**config.mk**
```make
export PLATFORM = sky130hd
export DESIGN_NAME = fetch_unit
export DESIGN_NICKNAME = d
export VERILOG_FILES = /design/src/rtl/fetch_unit.sv
export SDC_FILE = /design/constraint.sdc
export NUM_CORES = 1
export LEC_CHECK = 0
export CAP_MARGIN = 20
export CORE_ASPECT_RATIO = 0.7
export CORE_MARGIN = 2
export CORE_UTILIZATION = 30
export CTS_CLUSTER_SIZE = 12
export DETAILED_ROUTE_END_ITERATION = 12
export PLACE_DENSITY = 0.58
export SLEW_MARGIN = 20
export SYNTH_ARGS = -nofsm -noshare
export SYNTH_HDL_FRONTEND = slang
export SYNTH_SLANG_ARGS = --single-unit
```
**constraint.sdc**
```tcl
create_clock -name clk_i -period 7.3 [get_ports clk_i]
set_input_delay 2.19 -clock clk_i [delete_from_list [all_inputs] [get_ports clk_i]]
set_output_delay 2.19 -clock clk_i [all_outputs]
set_load 0.02 [all_outputs]
```
**src/rtl/fetch_unit.sv**
```systemverilog
// fetch_unit: instruction fetch stage between the program counter and IF/ID.
// Issues one request/acknowledge read at a time, advances the PC with a
// single-cycle pc_write_o pulse per issued fetch, and hands instructions to
// decode through a 2-entry FIFO with a valid/ready handshake.
// Optional build macro FETCH_STATS_EN adds saturating fetch/drop counters.
//
// state   | meaning
// --------+--------------------------------------------------------------
// IDLE    | no request outstanding
// WAIT    | request outstanding, result will be pushed into the buffer
// DROP    | request outstanding but flushed, result will be discarded
module fetch_unit #(
    parameter int ADDR_W = 32,
    parameter int DATA_W = 32
) (
    input  logic              clk_i,
    input  logic              rst_n,
    input  logic [ADDR_W-1:0] pc_i,
    output logic              pc_write_o,
    output logic              imem_req_o,
    output logic [ADDR_W-1:0] imem_addr_o,
    input  logic              imem_ack_i,
    input  logic [DATA_W-1:0] imem_rdata_i,
    input  logic              flush_i,
    output logic              id_valid_o,
    input  logic              id_ready_i,
    output logic [DATA_W-1:0] id_instr_o,
    output logic [ADDR_W-1:0] id_pc_o,
    output logic [ADDR_W-1:0] id_pc4_o
`ifdef FETCH_STATS_EN
    ,
    output logic [15:0]       stat_fetch_o,
    output logic [15:0]       stat_drop_o
`endif
);

    typedef enum logic [1:0] {
        ST_IDLE = 2'd0,
        ST_WAIT = 2'd1,
        ST_DROP = 2'd2
    } state_t;

    state_t            state_q, state_d;
    logic              issue;
    logic              push;
    logic              pop;
    logic [1:0]        count_q;
    logic [1:0]        count_after;
    logic [DATA_W-1:0] e0_instr, e1_instr;
    logic [ADDR_W-1:0] e0_pc, e1_pc;

    // Head of the buffer is always entry 0; it is left untouched when the
    // buffer drains or is flushed, so the id_* outputs hold their last value.
    assign id_valid_o  = (count_q != 2'd0);
    assign pop         = id_valid_o && id_ready_i;
    assign count_after = count_q + 2'd1 - {1'b0, pop};
    assign id_instr_o  = e0_instr;
    assign id_pc_o     = e0_pc;
    assign id_pc4_o    = e0_pc + ADDR_W'(4);
    // Held low during reset so the PC never advances while the block is in reset.
    assign pc_write_o  = issue && rst_n;

    // State register.
    always_ff @(posedge clk_i or negedge rst_n) begin
        if (!rst_n) state_q <= ST_IDLE;
        else        state_q <= state_d;
    end

    // Next-state, issue and push decisions.
    always_comb begin
        state_d = state_q;
        issue   = 1'b0;
        push    = 1'b0;
        case (state_q)
            ST_IDLE: begin
                if (!flush_i && count_q < 2'd2) begin
                    issue   = 1'b1;
                    state_d = ST_WAIT;
                end
            end
            ST_WAIT: begin
                if (imem_ack_i) begin
                    if (flush_i) begin
                        state_d = ST_IDLE;
                    end else begin
                        push = 1'b1;
                        if (count_after < 2'd2) begin
                            issue   = 1'b1;
                            state_d = ST_WAIT;
                        end else begin
                            state_d = ST_IDLE;
                        end
                    end
                end else if (flush_i) begin
                    state_d = ST_DROP;
                end
            end
            ST_DROP: begin
                if (imem_ack_i) state_d = ST_IDLE;
            end
            default: state_d = ST_IDLE;
        endcase
    end

    // Memory request and address; address only changes when a new fetch issues.
    always_ff @(posedge clk_i or negedge rst_n) begin
        if (!rst_n) begin
            imem_req_o  <= 1'b0;
            imem_addr_o <= '0;
        end else if (issue) begin
            imem_req_o  <= 1'b1;
            imem_addr_o <= pc_i;
        end else if (state_q != ST_IDLE && imem_ack_i) begin
            imem_req_o  <= 1'b0;
        end
    end

    // Two-entry FIFO; flush wins over push and pop. A push never lands on a
    // full buffer because issue is only allowed when room is guaranteed.
    always_ff @(posedge clk_i or negedge rst_n) begin
        if (!rst_n) begin
            count_q  <= 2'd0;
            e0_instr <= '0;
            e0_pc    <= '0;
            e1_instr <= '0;
            e1_pc    <= '0;
        end else if (flush_i) begin
            count_q <= 2'd0;
        end else begin
            case ({push, pop})
                2'b10: begin
                    if (count_q == 2'd0) begin
                        e0_instr <= imem_rdata_i;
                        e0_pc    <= imem_addr_o;
                    end else begin
                        e1_instr <= imem_rdata_i;
                        e1_pc    <= imem_addr_o;
                    end
                    count_q <= count_q + 2'd1;
                end
                2'b01: begin
                    if (count_q == 2'd2) begin
                        e0_instr <= e1_instr;
                        e0_pc    <= e1_pc;
                    end
                    count_q <= count_q - 2'd1;
                end
                2'b11: begin
                    if (count_q == 2'd2) begin
                        e0_instr <= e1_instr;
                        e0_pc    <= e1_pc;
                        e1_instr <= imem_rdata_i;
                        e1_pc    <= imem_addr_o;
                    end else begin
                        e0_instr <= imem_rdata_i;
                        e0_pc    <= imem_addr_o;
                    end
                end
                default: ;
            endcase
        end
    end

`ifdef FETCH_STATS_EN
    logic        ack_drop;
    logic [1:0]  drop_inc;
    logic [16:0] fetch_sum;
    logic [16:0] drop_sum;

    assign ack_drop  = imem_ack_i &&
                       (state_q == ST_DROP || (state_q == ST_WAIT && flush_i));
    assign drop_inc  = (flush_i ? count_q : 2'd0) + {1'b0, ack_drop};
    assign fetch_sum = {1'b0, stat_fetch_o} + {16'd0, push};
    assign drop_sum  = {1'b0, stat_drop_o} + {15'd0, drop_inc};

    // Saturating event counters.
    always_ff @(posedge clk_i or negedge rst_n) begin
        if (!rst_n) begin
            stat_fetch_o <= 16'd0;
            stat_drop_o  <= 16'd0;
        end else begin
            stat_fetch_o <= fetch_sum[16] ? 16'hFFFF : fetch_sum[15:0];
            stat_drop_o  <= drop_sum[16]  ? 16'hFFFF : drop_sum[15:0];
        end
    end
`endif

endmodule

```
# Word-level counts from Yosys, hierarchy flattened
# Index checks and enable logic that the tools add are counted.
dict set report op_classes {
  n_reduce_logical 16
  order_cmp 2
  addsub 4
  eq_ne 13
  bitwise 1
  muxes 33
}
# operator count
set op_table {}
lappend op_table {{32-bit two-way mux} 10}
lappend op_table {{32-bit one-hot mux with 3 select lines} 2}
lappend op_table {{32-bit one-hot mux with 2 select lines} 2}
lappend op_table {{32-bit by 3-bit adder with 32-bit output, second input constant} 1}
lappend op_table {{2-bit inequality test, second input constant} 6}
lappend op_table {{1-bit two-way mux} 11}
lappend op_table {{2-bit two-way mux} 5}
lappend op_table {{2-bit == test, second input constant} 4}
lappend op_table {{4-bit AND reduction} 2}
lappend op_table {{2-bit nonzero test} 4}
lappend op_table {{2-bit one-hot mux with 3 select lines} 1}
lappend op_table {{3-bit nonzero test} 2}
lappend op_table {{2-bit by 1-bit == test with 1-bit output, second input constant} 2}
lappend op_table {{1-bit logical AND} 4}
lappend op_table {{2-bit zero test} 2}
lappend op_table {{2-bit less-than comparator, second input constant} 2}
lappend op_table {{2-bit one-hot mux with 2 select lines} 1}
lappend op_table {{3-bit inequality test, second input constant} 1}
lappend op_table {{3-bit AND reduction} 1}
lappend op_table {{2-bit by 1-bit adder with 2-bit output, second input constant} 1}
lappend op_table {{1-bit one-hot mux with 2 select lines} 1}
lappend op_table {{2-bit by 1-bit subtractor with 2-bit output} 1}
lappend op_table {{2-bit by 1-bit subtractor with 2-bit output, second input constant} 1}
lappend op_table {{1-bit zero test} 1}
lappend op_table {{1-bit NOT} 1}
dict set report totals {
  out_inout_bits 131
  register_bits 165
  wordCells 77
}

# Logic depth before layout (Yosys ltp)
# Gate-level depths: netlist of run 1.
dict set report logic_depth {
  word_depth 9
  mapped_depth 8
}

# Worst setup path before layout of run 1
# No wires, ideal clock.
dict set report synth_timing {
  path_kind {input -> output}
  startpoint {input port flush_i}
  endpoint {output port pc_write_o}
  arrival_time_ns 3.558
  path_buffers 2
  setup_slack_ns 1.552
  stages 5
  cell_sequence {clkbuf_1 > and4bb_2 > clkbuf_1 > a21oi_1 > nor3b_1}
}
dict set report synth_via {
  elab_chain_cells 5
  word_cells_on_any_way 7
}
# item line_no
set synth_rtl {}
lappend synth_rtl {{start: declaration} 24} ;# input logic flush_i,
lappend synth_rtl {{1-bit zero test} 76} ;# if (!flush_i && count_q < 2'd2) begin
lappend synth_rtl {{1-bit logical AND} 76}
lappend synth_rtl {{1-bit two-way mux} 76}
lappend synth_rtl {{1-bit one-hot mux with 2 select lines *} 74} ;# case (state_q)
lappend synth_rtl {{1-bit logical AND *} 61} ;# assign pc_write_o = issue && rst_n;
lappend synth_rtl {{end: declaration} 19} ;# output logic pc_write_o,
# Every way passes the cells marked *; elsewhere a longest branch is shown, timed or not.

# Final worst setup path of run 1
dict set report layout_timing {
  startpoint {input port id_ready_i}
  endpoint {output port pc_write_o}
}
dict set report layout_via {
  elab_chain_cells 8
}
# item line_no
set layout_rtl {}
lappend layout_rtl {{start: declaration} 26} ;# input logic id_ready_i,
lappend layout_rtl {{1-bit logical AND} 55} ;# assign pop = id_valid_o && id_ready_i;
lappend layout_rtl {{2-bit by 1-bit subtractor with 2-bit output} 56} ;# assign count_after = count_q + 2'd1 - {1'b0, pop};
lappend layout_rtl {{2-bit less-than comparator} 87} ;# if (count_after < 2'd2) begin
lappend layout_rtl {{1-bit two-way mux} 87}
lappend layout_rtl {{1-bit two-way mux} 83} ;# if (flush_i) begin
lappend layout_rtl {{1-bit two-way mux} 82} ;# if (imem_ack_i) begin
lappend layout_rtl {{1-bit one-hot mux with 2 select lines} 74}
lappend layout_rtl {{1-bit logical AND} 61}
# Every way passes these cells.

==> results of run 1 <==
-- placed cells by master, fill, tap and decap left out, types with 6 or more instances in the layout --
| cell | synthesis | layout |
|---|---|---|
| nor2_1 | 72 | 72 |
| inv_1 | 11 | 11 |
| clkdlybuf4s50_1 | 0 | 198 |
| nand3_1 | 74 | 74 |
| buf_4 | 8 | 15 |
| mux2i_1 | 64 | 64 |
| mux2_2 | 59 | 59 |
| a22oi_1 | 32 | 32 |
| o211ai_1 | 32 | 32 |
| nor3_1 | 7 | 6 |
| dfrtp_1 | 165 | 164 |
| xnor2_1 | 14 | 13 |
| clkbuf_16 | 0 | 17 |
| a21oi_1 | 68 | 68 |
| nor2b_1 | 35 | 35 |
| nand2_1 | 12 | 12 |
| xor2_1 | 18 | 17 |
-- flip-flops by register name (all words and copies together), names as in the netlist --
register     flops
e1_instr        32
imem_req_o       1
imem_addr_o     32
e1_pc           32
count_q          2
id_pc_o         32
state_q          2
id_instr_o      32
-- worst reg2reg max path: cells and delay by family (launching register included) --
family	cells	cell delay, ns
DFF	1	0.41
AOI/OAI and AO/OA	2	0.25
and+or+nand+nor	1	0.65
muxes	1	0.34
buffers and inverters	3	1.30
-- cells by family (layout without fill, tap and decap cells) --
group                      Yosys count  after routing  share of synthesized area, %
AOI/OAI and AO/OA                  139            139                          10.7
muxes                              128            128                          16.6
buffers and inverters               71            256                          3.84
xor gates and xnor gates            32             32                          3.42
adders and majority gates            3              3                         0.458
DFF                                165            165                          50.4
and+or+nand+nor                    227            227                          14.6
-- per-stage QoR --
| step | setup slack, ns | hold WS (ns) | cells | power, mW |
|---|---|---|---|---|
| after detailed placement | 1.05 | 0.474 | 1283 | 4.29 |
| after floorplan | 1.55 | 0.457 | 765 | 3.11 |
| after global placement | 1.07 | 0.467 | 1283 | 4.25 |
| after global routing | 0.912 | 0.495 | 1314 | 5.56 |
| final | 1.05 | 0.484 | 1314 | 5.24 |
| after CTS | 1.03 | 0.490 | 1313 | 5.30 |
-- power breakdown --
| part | switching, mW | leakage, nW | total [mW] | internal, mW |
|---|---|---|---|---|
| clock | 0.367 | 0.315 | 0.987 | 0.620 |
| combinational | 1.33 | 2.64 | 2.52 | 1.19 |
| sequential | 0.402 | 2.01 | 1.73 | 1.33 |
-- metal layers --
metal,vias to the layer above,global-route usage [%],wire length [um]
met1,3139,23.2,11500
met4,0,4.18,142
met2,138,23.9,9920
met3,9,3.48,1130
li1,3087,-,-
met5,-,0,0
-- synthesized netlist by cell type (all sizes together), types with 14 or more instances --
cell type and n:
dfrtp 165, xor2 18, a21oi 68, buf 22, xnor2 14, mux2i 64
o211ai 32, a22oi 32, nor2 72, nor2b 35, mux2 64, clkbuf 38
nand3 74
-- area by class of cell --
class	count	area, um^2	area share (%)
clock buffer	20	457	4.08
clock inverter	10	179	1.60
inverter	11	41.3	0.369
multi-input combinational	529	3800	33.9
sequential	165	4130	36.9
tap	364	455	4.07
timing repair buffer	215	2130	19.1
-- path summary, 6_finish.rpt --
| kind | slack (ns) | cells after the start | to | start |
|---|---|---|---|---|
| hold / removal | 0.48 | 1 | e1_instr[13]$_DFFE_PN0P_ | e1_instr[13]$_DFFE_PN0P_ |
| hold reg to reg | 0.48 | 1 | e1_instr[13]$_DFFE_PN0P_ | e1_instr[13]$_DFFE_PN0P_ |
| max in group asynchronous | 4.34 | 3 | state_q[1]$_DFFE_PN0P_ | rst_n |
| setup reg to reg | 4.24 | 7 | id_pc_o[13]$_DFFE_PN0P_ | state_q[1]$_DFFE_PN0P_ |
| setup / recovery | 1.05 | 6 | pc_write_o | id_ready_i |
| min in group asynchronous | 1.62 | 1 | e1_pc[11]$_DFFE_PN0P_ | rst_n |
==> run summary, run 1 <==
The flow ran to the end, and the final reports show no timing, DRC or antenna violations. The share of flip-flops with an asynchronous set or reset came out at 100%. Setup TNS after final layout: 0 ns. Setup repair after global routing left no endpoint under its margin. The logs give 38.5% for the worst-case headroom to the max-slew limit and 0.290 mV for the maximum VDD drop. The final clock period utilization by the worst path is 85.6%.

The signed area change from the synthesized netlist to the final layout works out to 36.8%. For the max-capacitance violation count, the log shows 0. The number of design rule violations left after detail routing was 0; the worst-margin pin slew was 0.923 ns. The number of global-route vias before repair was 6,183; the final core utilization was 41.8%.

After detailed routing, the total wire length is 22,700 um. Setup violations remaining at the end of the flow were counted as 0. After layout, the minimum clock period comes to 6.25 ns. For the final database, setup skew stands at 0.0110 ns.

The starting density of the core came out at 30.6%. In this run the tool buffered the top-level ports with 199 buffer cells. Number of antenna violations at the first check in global routing: 1. The clock reaches the later pin of the worst-skew pair after 0.43 ns. For the post-route antenna net violation count, the log shows 0. The violation count after the first detailed-route iteration is 323. After legalization and detailed placement, the total HPWL measured 15,100 um. The tools report the clock buffer count from CTS as 17. Of all nets on the critical path, the largest fanout is 4. The share of final-layout standard cells stronger than drive strength 1 works out to 12.4%. Dividing the synthesized area by the synthesized cell count gives 10.7 um^2.

Post-CTS repair changed the size of 0 cells. Cell area after placement: 10,500 um^2. Traced cell by cell, the critical path runs through clkdlybuf4s50_1 > nand3b_1 > xor2_4 > a21oi_1 > nor3b_1 > clkdlybuf4s50_1.

Clock-pin slew was measured on the worst setup and hold paths at 0.06 ns. The count of flip-flops with a built-in enable after synthesis is 0, and the overall overflow remaining after global route is 0. TritonCTS built the clock tree.

The H-tree was split into 4 levels. The clock sink count is 165. The overall die width works out to 201 um. The critical path is of the input pin to primary output type. For this run, the detailed router's first-pass iteration total came to 5.

The root buffer cell chosen for the clock tree is clkbuf_16. The run gives 4.06 ns as the worst path arrival time. The run gives 2 as the clock tree buffer depth. Dividing the detail-routed wire length by the instance count gives 17.3 um. The library cell contributing the largest single delay on the critical path is clkdlybuf4s50_1. During synthesis, Yosys emitted a total of 0 warnings. The tools report the upper clock frequency limit as 0.160 GHz.

The congestion estimate from routability-driven global placement came to 0.779. The detailed router placed 6,373 vias in this run. The analysis attributes to cell leakage a power of 4.97 nW. The prevailing post-synth register cell was dfrtp_1.

The number of max-slew violations in the final report was 0; the portion of the post-synthesis area used by sequential elements was 50.4%. The tools report the category of the worst setup path launch point as an input pin. The number of unique standard cell types used by synthesis was 41. The global-route total usage across every layer was 15.9%; the count of standard-cell rows was 50.

The synthesized netlist occupies a cell area of 8190 um^2. The count of hold-fix buffers inserted at cts is 0. The post-synth net total is 837, and the number of buffers inserted to repair setup after CTS is 0. The logs give 26,800 um^2 for the core outline area and 2,631 for the fill cell instance count of the final layout. The power per cell area is 468 nW/um^2, and the detailed-route vias per instance is 4.85. STA classifies the critical path endpoint as a primary output.

The run gives 35,600 um as the wire length of the first global-routing pass. The critical path contains buffers and inverters numbering 2 combined. At the worst endpoint, the required time is 5.11 ns. The tools report the largest net degree at the start of global routing as 100. Sorting the synthesized cells by area gives the leading types as dfrtp_1 50%, mux2_2 8.1%, mux2i_1 7.8%, nand3_1 4.5%, a21oi_1 4.2%. Synthesis handed over a netlist of 765 instances. The top cell type by area accounts for 50.4% of the synthesized area. Broken down by cell family, the worst path's largest delay share belongs to buffers and inverters. After synthesis the netlist holds a flip-flop and latch count of 165. Final layout net count: 1,011. The cell type with the highest aggregate area in the netlist is dfrtp_1.

During I/O placement, the number of pins put on the boundary was 200. The most numerous cell type found on the critical path is clkdlybuf4s50_1. The die area was 28,700 um^2; the final non-filler cell area was 11,200 um^2.

For this run, the slowest stage of the critical path takes 0.63 ns. The die is 142 um tall. 0 antenna diodes ended up in the layout.

The count of final hold-check violations was 0. In this run the worst hold path is classified as flop to flop.
Note: power is estimated with default switching activity, not from simulation.
==> run 2, diff against run 1 <==
Settings changed: ABC_AREA from default to 1, PLACE_DENSITY 0.58 to 0.57.
==> run 2 against run 1 <==
Against the previous run: sequential share of layout area decreased by 3.4 points; power increased by 0.31%; worst hold slack got worse by 0.0047 ns; design area increased by 10%; utilization decreased by 2.2 points; critical endpoint unchanged; largest power group unchanged.
==> run summary, run 2 <==
The run finished with clean final reports. In this run the core area contains 54 standard-cell rows. The topmost layer with routed signal wires was met4. In this run the remaining antenna-violating nets after routing total 0. The clock net in this run drives a total of 165 sinks.

Cell internal power was estimated by the tool at 2.92 mW. The number of cells produced by synthesis is 1,404. Of the available clock period, the critical path in the final layout requires 84.0%.

Standby leakage power: 6.05 nW. Root buffer cell: clkbuf_16. Detailed-routing wirelength on met1: 16,300 um. 0 antenna diodes ended up in the layout. The tightest min-delay check is of the flop to flop type. Leaving out fill and tap cells, the most frequent cell in the layout is nand2_1.

The first TritonRoute pass finished after 5 iterations. The worst-margin pin slew was 1.03 ns. After layout, the minimum clock period comes to 6.13 ns.

The worst-case headroom to the max-slew limit is 30.9%, and the floorplan die height is 153 um. Yosys attributes the largest share of cell area to dfrtp_1 43%, nand2_1 27%, nand3_1 12%, inv_1 3.2%, buf_2 3.0%. The detailed-route via count was 9,584.

The logs give 17.6% for the relative contribution of the clock network to total power and 5.25 mW for the post-layout total power. Of the total power, the share spent switching nets is 44.4%. The Yosys step of the flow raised 0 warnings.

For the worst setup path, the data required time is 5.11 ns. Summed over all failing endpoints, the final setup total negative slack is 0 ns. Largest net degree at the start of global routing: 83. The post-route netlist has 3.96% of its cells at a drive strength greater than 1.

The fill cell instance count of the final layout was 3,179; the slack of the critical path was 1.17 ns. After detailed routing, the number of vias per cell comes to 4.83. The H-tree depth is 4, and the global-route total usage across every layer is 20.2%.

Before CTS, the worst setup slack after placement is 1.16 ns. Along the worst path, the maximum fanout reaches 6. The first global-routing pass estimated 52,500 um of wire.

For this run, the top clock speed supported by timing is 0.163 GHz. The classification of the worst setup path was input pin to primary output. For the met3 wire length, the log shows 1790 um.

Cell type with the highest aggregate area in the netlist: dfrtp_1. The top cell type by area accounts for 43.5% of the synthesized area. Summed over all layers, the global routing overflow is 0.

The final setup violation count is 0. In this run the deepest clock path goes through 2 buffers. In the synthesized netlist, the cells that appear most often are 673 x nand2_1, 234 x nand3_1, 165 x dfrtp_1, 80 x inv_1, 57 x buf_2. Overall die width: 217 um. The synthesized design contains 0 enable-type register cells.

Summing all flip-flop and latch instances after layout gives 4130 um^2. The wire-length estimate of the detail-placed layout is 20,600 um. For this run, the register share of the synthesized area comes to 43.5%. Clock skew on the completed layout was measured at 0.00964 ns. The proportion of power drawn by combinational gates is 48.1%. For the number of max-slew violations in the final report, the log shows 0.

STA classifies the critical path startpoint as an input pin. The count of cells in the finished layout, fillers not included, comes to 1,985. The logs give 0.225 mV for the maximum VDD drop and 27 for the number of unique standard cell types used by synthesis. Port buffering added 199 buffers. The worst setup path is captured at a primary output. The total area of multi-input combinational cells was 4640 um^2; the max-capacitance violation count was 0. Summing every instance area after synthesis gives 9500 um^2. Once the clock tree was built, the setup fixing pass inserted 0 buffers. For the worst-skew pair, the clock arrives at the later sink with an insertion delay of 0.44 ns. The analysis attributes to net switching a power of 2.33 mW.

Averaged over all synthesized cells, the footprint is 6.76 um^2. Wires add up to 32,400 um. After clock tree synthesis, the clock-pin slew on the worst setup and hold paths is 0.06 ns. In the layout the commonest cells are 672 x nand2_1, 233 x nand3_1, 198 x clkdlybuf4s50_1, 165 x dfrtp_1, 80 x inv_1. In the routed design, unresolved DRC markers number 0.

The number of antenna violations at the first check in global routing was 0; the wire length per cell after detailed routing was 16.3 um. For the die area, the log shows 33,100 um^2. The core region is 31,100 um^2. Setup repair after global routing left no endpoint under its margin. At the end of routability-driven placement, the weighted congestion stood at 0.863. During I/O placement, the number of pins put on the boundary was 200. Share of flip-flops with an asynchronous set or reset: 100%. The synthesized design contains 165 register bits. The most numerous cell in the Yosys netlist was nand2_1. The run gives 34.3% as the share of total power in sequential cells. The count of final hold-check violations was 0.

The logs give 30.5% for the starting density of the core and 9,244 for the number of global-route vias before repair. Buffers inserted during clock tree synthesis total 17. Counting every net in the synthesized netlist gives 1,476. The final layout net count came out at 1,624. Compared with the post-synthesis result, the final layout area differs by 29.9%.

The power per cell area came out at 426 nW/um^2. Once placement completed, the tool counted placed cells totaling 1,952. Count of hold-fix buffers inserted at cts: 0. Count of cells resized by post-cts repair: 0. For the violation count after the first detailed-route iteration, the log shows 680. Wire length on met2: 13,800 um.

TritonCTS built the clock tree. The prevailing post-synth register cell is dfrtp_1. The run gives 3.94 ns as the worst path arrival time.
[run 2: cell count changes after synthesis, moves of 19 or more]
cell,previous run,this run
o211ai_1,32,0
mux2i_1,64,0
o21ai_1,0,21
mux2_2,59,0
nand3_1,74,234
buf_2,8,57
a22oi_1,32,0
a21oi_1,68,0
clkbuf_1,38,19
o21ai_0,1,47
nor2b_1,35,0
nand2_1,12,673
inv_1,11,80
[run 2: critical path: stages]
cell,delay (ns)
clkdlybuf4s50_1,0.49
inv_2,0.15
nand2_1,0.10
nor2_4,0.10
nand3_2,0.09
nand2_2,0.07
inv_1,0.06
nor2_1,0.09
clkdlybuf4s50_1,0.61
[run 2: per-stage QoR]
stage	area, um^2	hold slack (ns)	util, %
CTS	12300	0.483	39.5
global route	12300	0.501	39.6
global placement	11700	0.464	37.6
detailed placement	11700	0.464	37.6
finish	12300	0.479	39.6
floorplan	9500	0.475	-
[run 2: path summary, 6_finish.rpt]
check	cells after the start	from	endpoint	slack, ns
max	9	flush_i	pc_write_o	1.17
min	2	id_instr_o[1]$_DFFE_PN0P_	id_instr_o[1]$_DFFE_PN0P_	0.48
max reg2reg	10	count_q[0]$_DFFE_PN0P_	id_instr_o[26]$_DFFE_PN0P_	3.70
min reg2reg	2	id_instr_o[1]$_DFFE_PN0P_	id_instr_o[1]$_DFFE_PN0P_	0.48
max in group asynchronous	3	rst_n	e1_pc[10]$_DFFE_PN0P_	3.69
min in group asynchronous	1	rst_n	e1_instr[31]$_DFFE_PN0P_	1.71
[run 2: cell type report]
cell class | count | share of cell area, %
inverters | 84 | 2.58
multi-input cells | 1070 | 37.6
well taps | 420 | 4.26
clock inverters | 11 | 1.01
clock buffers | 21 | 3.81
repair buffers | 214 | 17.2
flip-flops and latches | 165 | 33.5
[run 2: power by group through the flow]
stage          Sequential (mW)  Clock, mW  Combinational, mW
3_5_place_dp              1.81          0               2.55
2_1_floorplan             1.96          0               1.23
3_3_place_gp              1.80          0               2.52
4_1_cts                   1.80      0.955               2.56
6_report                  1.80      0.925               2.52
5_1_grt                   1.87      0.993               2.80
[run 2: cells by family after synthesis]
logic type	after synthesis	share of synthesized area, %
DFF	165	43.5
adders and majority gates	3	0.395
and+or+nand+nor	980	42.7
buffers and inverters	169	8.00
AOI/OAI and AO/OA	71	3.97
xor gates and xnor gates	16	1.48
[run 2: routing by layer]
metal  global-route usage [%]  vias up
li1                         -     4714
met1                     29.7     4590
met2                     30.0      246
met3                     4.06       34
met4                     5.64        0
met5                        0        -
==> run 3, diff against run 2 <==
Settings changed: PLACE_DENSITY 0.57 to 0.59.
Clock period 7.3 ns to 5.1 ns, I/O delays scaled along.
==> run 3 against run 2 <==
Against the previous run: via count shrank 0.48%; sequential share of layout area barely moved; clock skew increased by 0.0012 ns; clock-buffer cell count stayed put; combinational power increased by 44%; final cell count grew 0.10%; largest cell class unchanged; largest power group unchanged; highest routed layer unchanged.
==> run summary, run 3 (synthesized netlist as in run 2, its figures left out) <==
The detailed placer's ending HPWL came out at 20,400 um. In this run, placement finished with an instance count of 1,955. Endpoint class of the critical path: a primary output. Die area: 33,100 um^2.

In the final routed layout, each cell accounts on average for 16.5 um. The detailed-route vias per instance was 4.80. Along the worst path, the maximum fanout reaches 6. The first TritonRoute pass finished after 5 iterations. Time the final worst path needs with I/O delays and setup: 4.83 ns. The post-route netlist has 4.02% of its cells at a drive strength greater than 1.

The run gives 4 as the H-tree depth. The final route contains 9,538 vias. For the worst setup path, the data arrival time is 3.30 ns. The clock tree buffer depth is 2. TritonCTS built the clock tree. The clock-pin slew on the worst setup and hold paths was 0.07 ns.

The overall die width works out to 217 um. The number of global-route vias before repair was 9,089. The power per cell area was 611 nW/um^2.

Setup repair after global routing left no endpoint under its margin. Buffers inserted during clock tree synthesis total 17. The sequential cells in the finished layout cover a total of 4130 um^2. At the end of routability-driven placement, the weighted congestion stood at 0.887. For the pin with the worst max-slew slack, the measured transition is 0.956 ns. The class of the most critical hold timing path is flop to flop. Measured against its own limit, the worst slew margin works out to 36.3%. The classification of the worst setup path was input pin to primary output.

The run gives 31,100 um^2 as the core outline area. Number of buffers inserted to repair setup after CTS: 0. The wire length of the first global-routing pass was 52,200 um; the standby leakage power was 6.04 nW.

The clock sink count was 165. The flow ran to the end, and the final reports show no timing, DRC or antenna violations. The signed area change from the synthesized netlist to the final layout is 29.9%. In the final design database the tool counted 1,626 nets.

STA classifies the critical path startpoint as an input pin. Global routing consumed, over all layers together, 20.0% of the routing resources. For the worst-skew pair, the clock arrives at the later sink with an insertion delay of 0.43 ns. The logs give 0 for the max-capacitance violation count and 0 ns for the setup TNS after final layout. The top cell types in the final layout, fill and taps aside, are 672 x nand2_1, 233 x nand3_1, 198 x clkdlybuf4s50_1, 165 x dfrtp_1, 80 x inv_1. Setup violations remaining at the end of the flow were counted as 0. The critical path required time came out at 3.57 ns. The number of max-slew violations in the final report was 0. 0 antenna diodes ended up in the layout.

Upper clock frequency limit: 0.207 GHz. The number of non-filler instances in the completed layout was 1,987; the clock skew after layout was 0.0109 ns. The final clock period utilization by the worst path works out to 94.6%. The most common cell after layout, fill and taps aside is nand2_1. For the routed wire length, the log shows 32,700 um. The root buffer cell is clkbuf_16. After clock tree synthesis, the repair step resized 0 gates.

For this configuration, the core starts out at a cell density of 30.5%. The overall overflow remaining after global route was 0. Maximum VDD drop: 0.319 mV. The count of hold-fix buffers inserted at cts was 0; the fill cell instance count of the final layout was 3,255.

The number of antenna violations at the first check in global routing was 0; the I/O pin total was 200. The count of final hold-check violations came out at 0. Entering global routing, the biggest net connects 132 pins. The number of buffer cells added on primary ports was 199; the count of standard-cell rows was 54. The number of design rule violations left after detail routing is 0. The detailed router finished its first iteration with 709 violations.

The die is 153 um tall. In this run the remaining antenna-violating nets after routing total 0. The tools report the total area of multi-input combinational cells as 4640 um^2.
-- run 3: cell types whose count changed in the layout (fill, tap and decap cells not counted) --
| cell | delta |
|---|---|
| clkbuf_1 | +1 |
| clkinv_4 | -2 |
| buf_12 | +1 |
| clkbuf_8 | -1 |
| clkinvlp_4 | +1 |
| buf_16 | -1 |
| buf_4 | +2 |
| inv_6 | +1 |
-- run 3: where the power goes --
group | total (mW) | internal (mW) | switching (mW)
clock | 1.32 | 0.750 | 0.575
combinational | 3.64 | 1.52 | 2.12
sequential | 2.58 | 1.90 | 0.680
-- run 3: area by class of cell --
type / count / share of cell area, %
clock buffer: 21 / 3.73
multi-input combinational: 1070 / 37.6
sequential: 165 / 33.5
inverter: 84 / 2.58
timing repair buffer: 216 / 17.3
clock inverter: 11 / 1.00
tap: 420 / 4.26
-- run 3: final timing paths --
kind | start | end | slack, ns | cells past startpoint
max in group asynchronous | rst_n | e1_instr[26]$_DFFE_PN0P_ | 2.66 | 3
setup reg to reg | count_q[0]$_DFFE_PN0P_ | id_pc_o[8]$_DFFE_PN0P_ | 2.21 | 11
min in group asynchronous | rst_n | e1_instr[6]$_DFFE_PN0P_ | 1.25 | 2
hold reg to reg | id_instr_o[16]$_DFFE_PN0P_ | id_instr_o[16]$_DFFE_PN0P_ | 0.48 | 2
hold / removal | id_instr_o[16]$_DFFE_PN0P_ | id_instr_o[16]$_DFFE_PN0P_ | 0.48 | 2
setup / recovery | flush_i | pc_write_o | 0.27 | 9
-- run 3: metrics by stage --
step / cell area, um^2 / setup WS (ns) / hold WS (ns) / util (%) / power, mW
4_1_cts: 12300 / 0.285 / 0.484 / 39.6 / 7.61
6_report: 12300 / 0.274 / 0.480 / 39.6 / 7.54
5_1_grt: 12300 / 0.174 / 0.502 / 39.6 / 8.10
2_1_floorplan: 9500 / 1.16 / 0.475 / - / 4.57
3_3_place_gp: 11800 / 0.310 / 0.464 / 37.7 / 6.19
3_5_place_dp: 11800 / 0.300 / 0.465 / 37.7 / 6.25
-- run 3: routing by layer --
metal  wire length, um  global-route usage [%]
met5                 0                       0
met4               355                    4.24
met3              1860                    4.00
met2             13900                    29.8
met1             16600                    29.7
-- run 3: worst max-delay path: stages --
cell	delay, ns
clkdlybuf4s50_1	0.48
inv_2	0.15
nand2_1	0.10
nor2_4	0.10
nand3_2	0.10
nand2_2	0.07
inv_1	0.06
nor2_1	0.09
clkdlybuf4s50_1	0.61
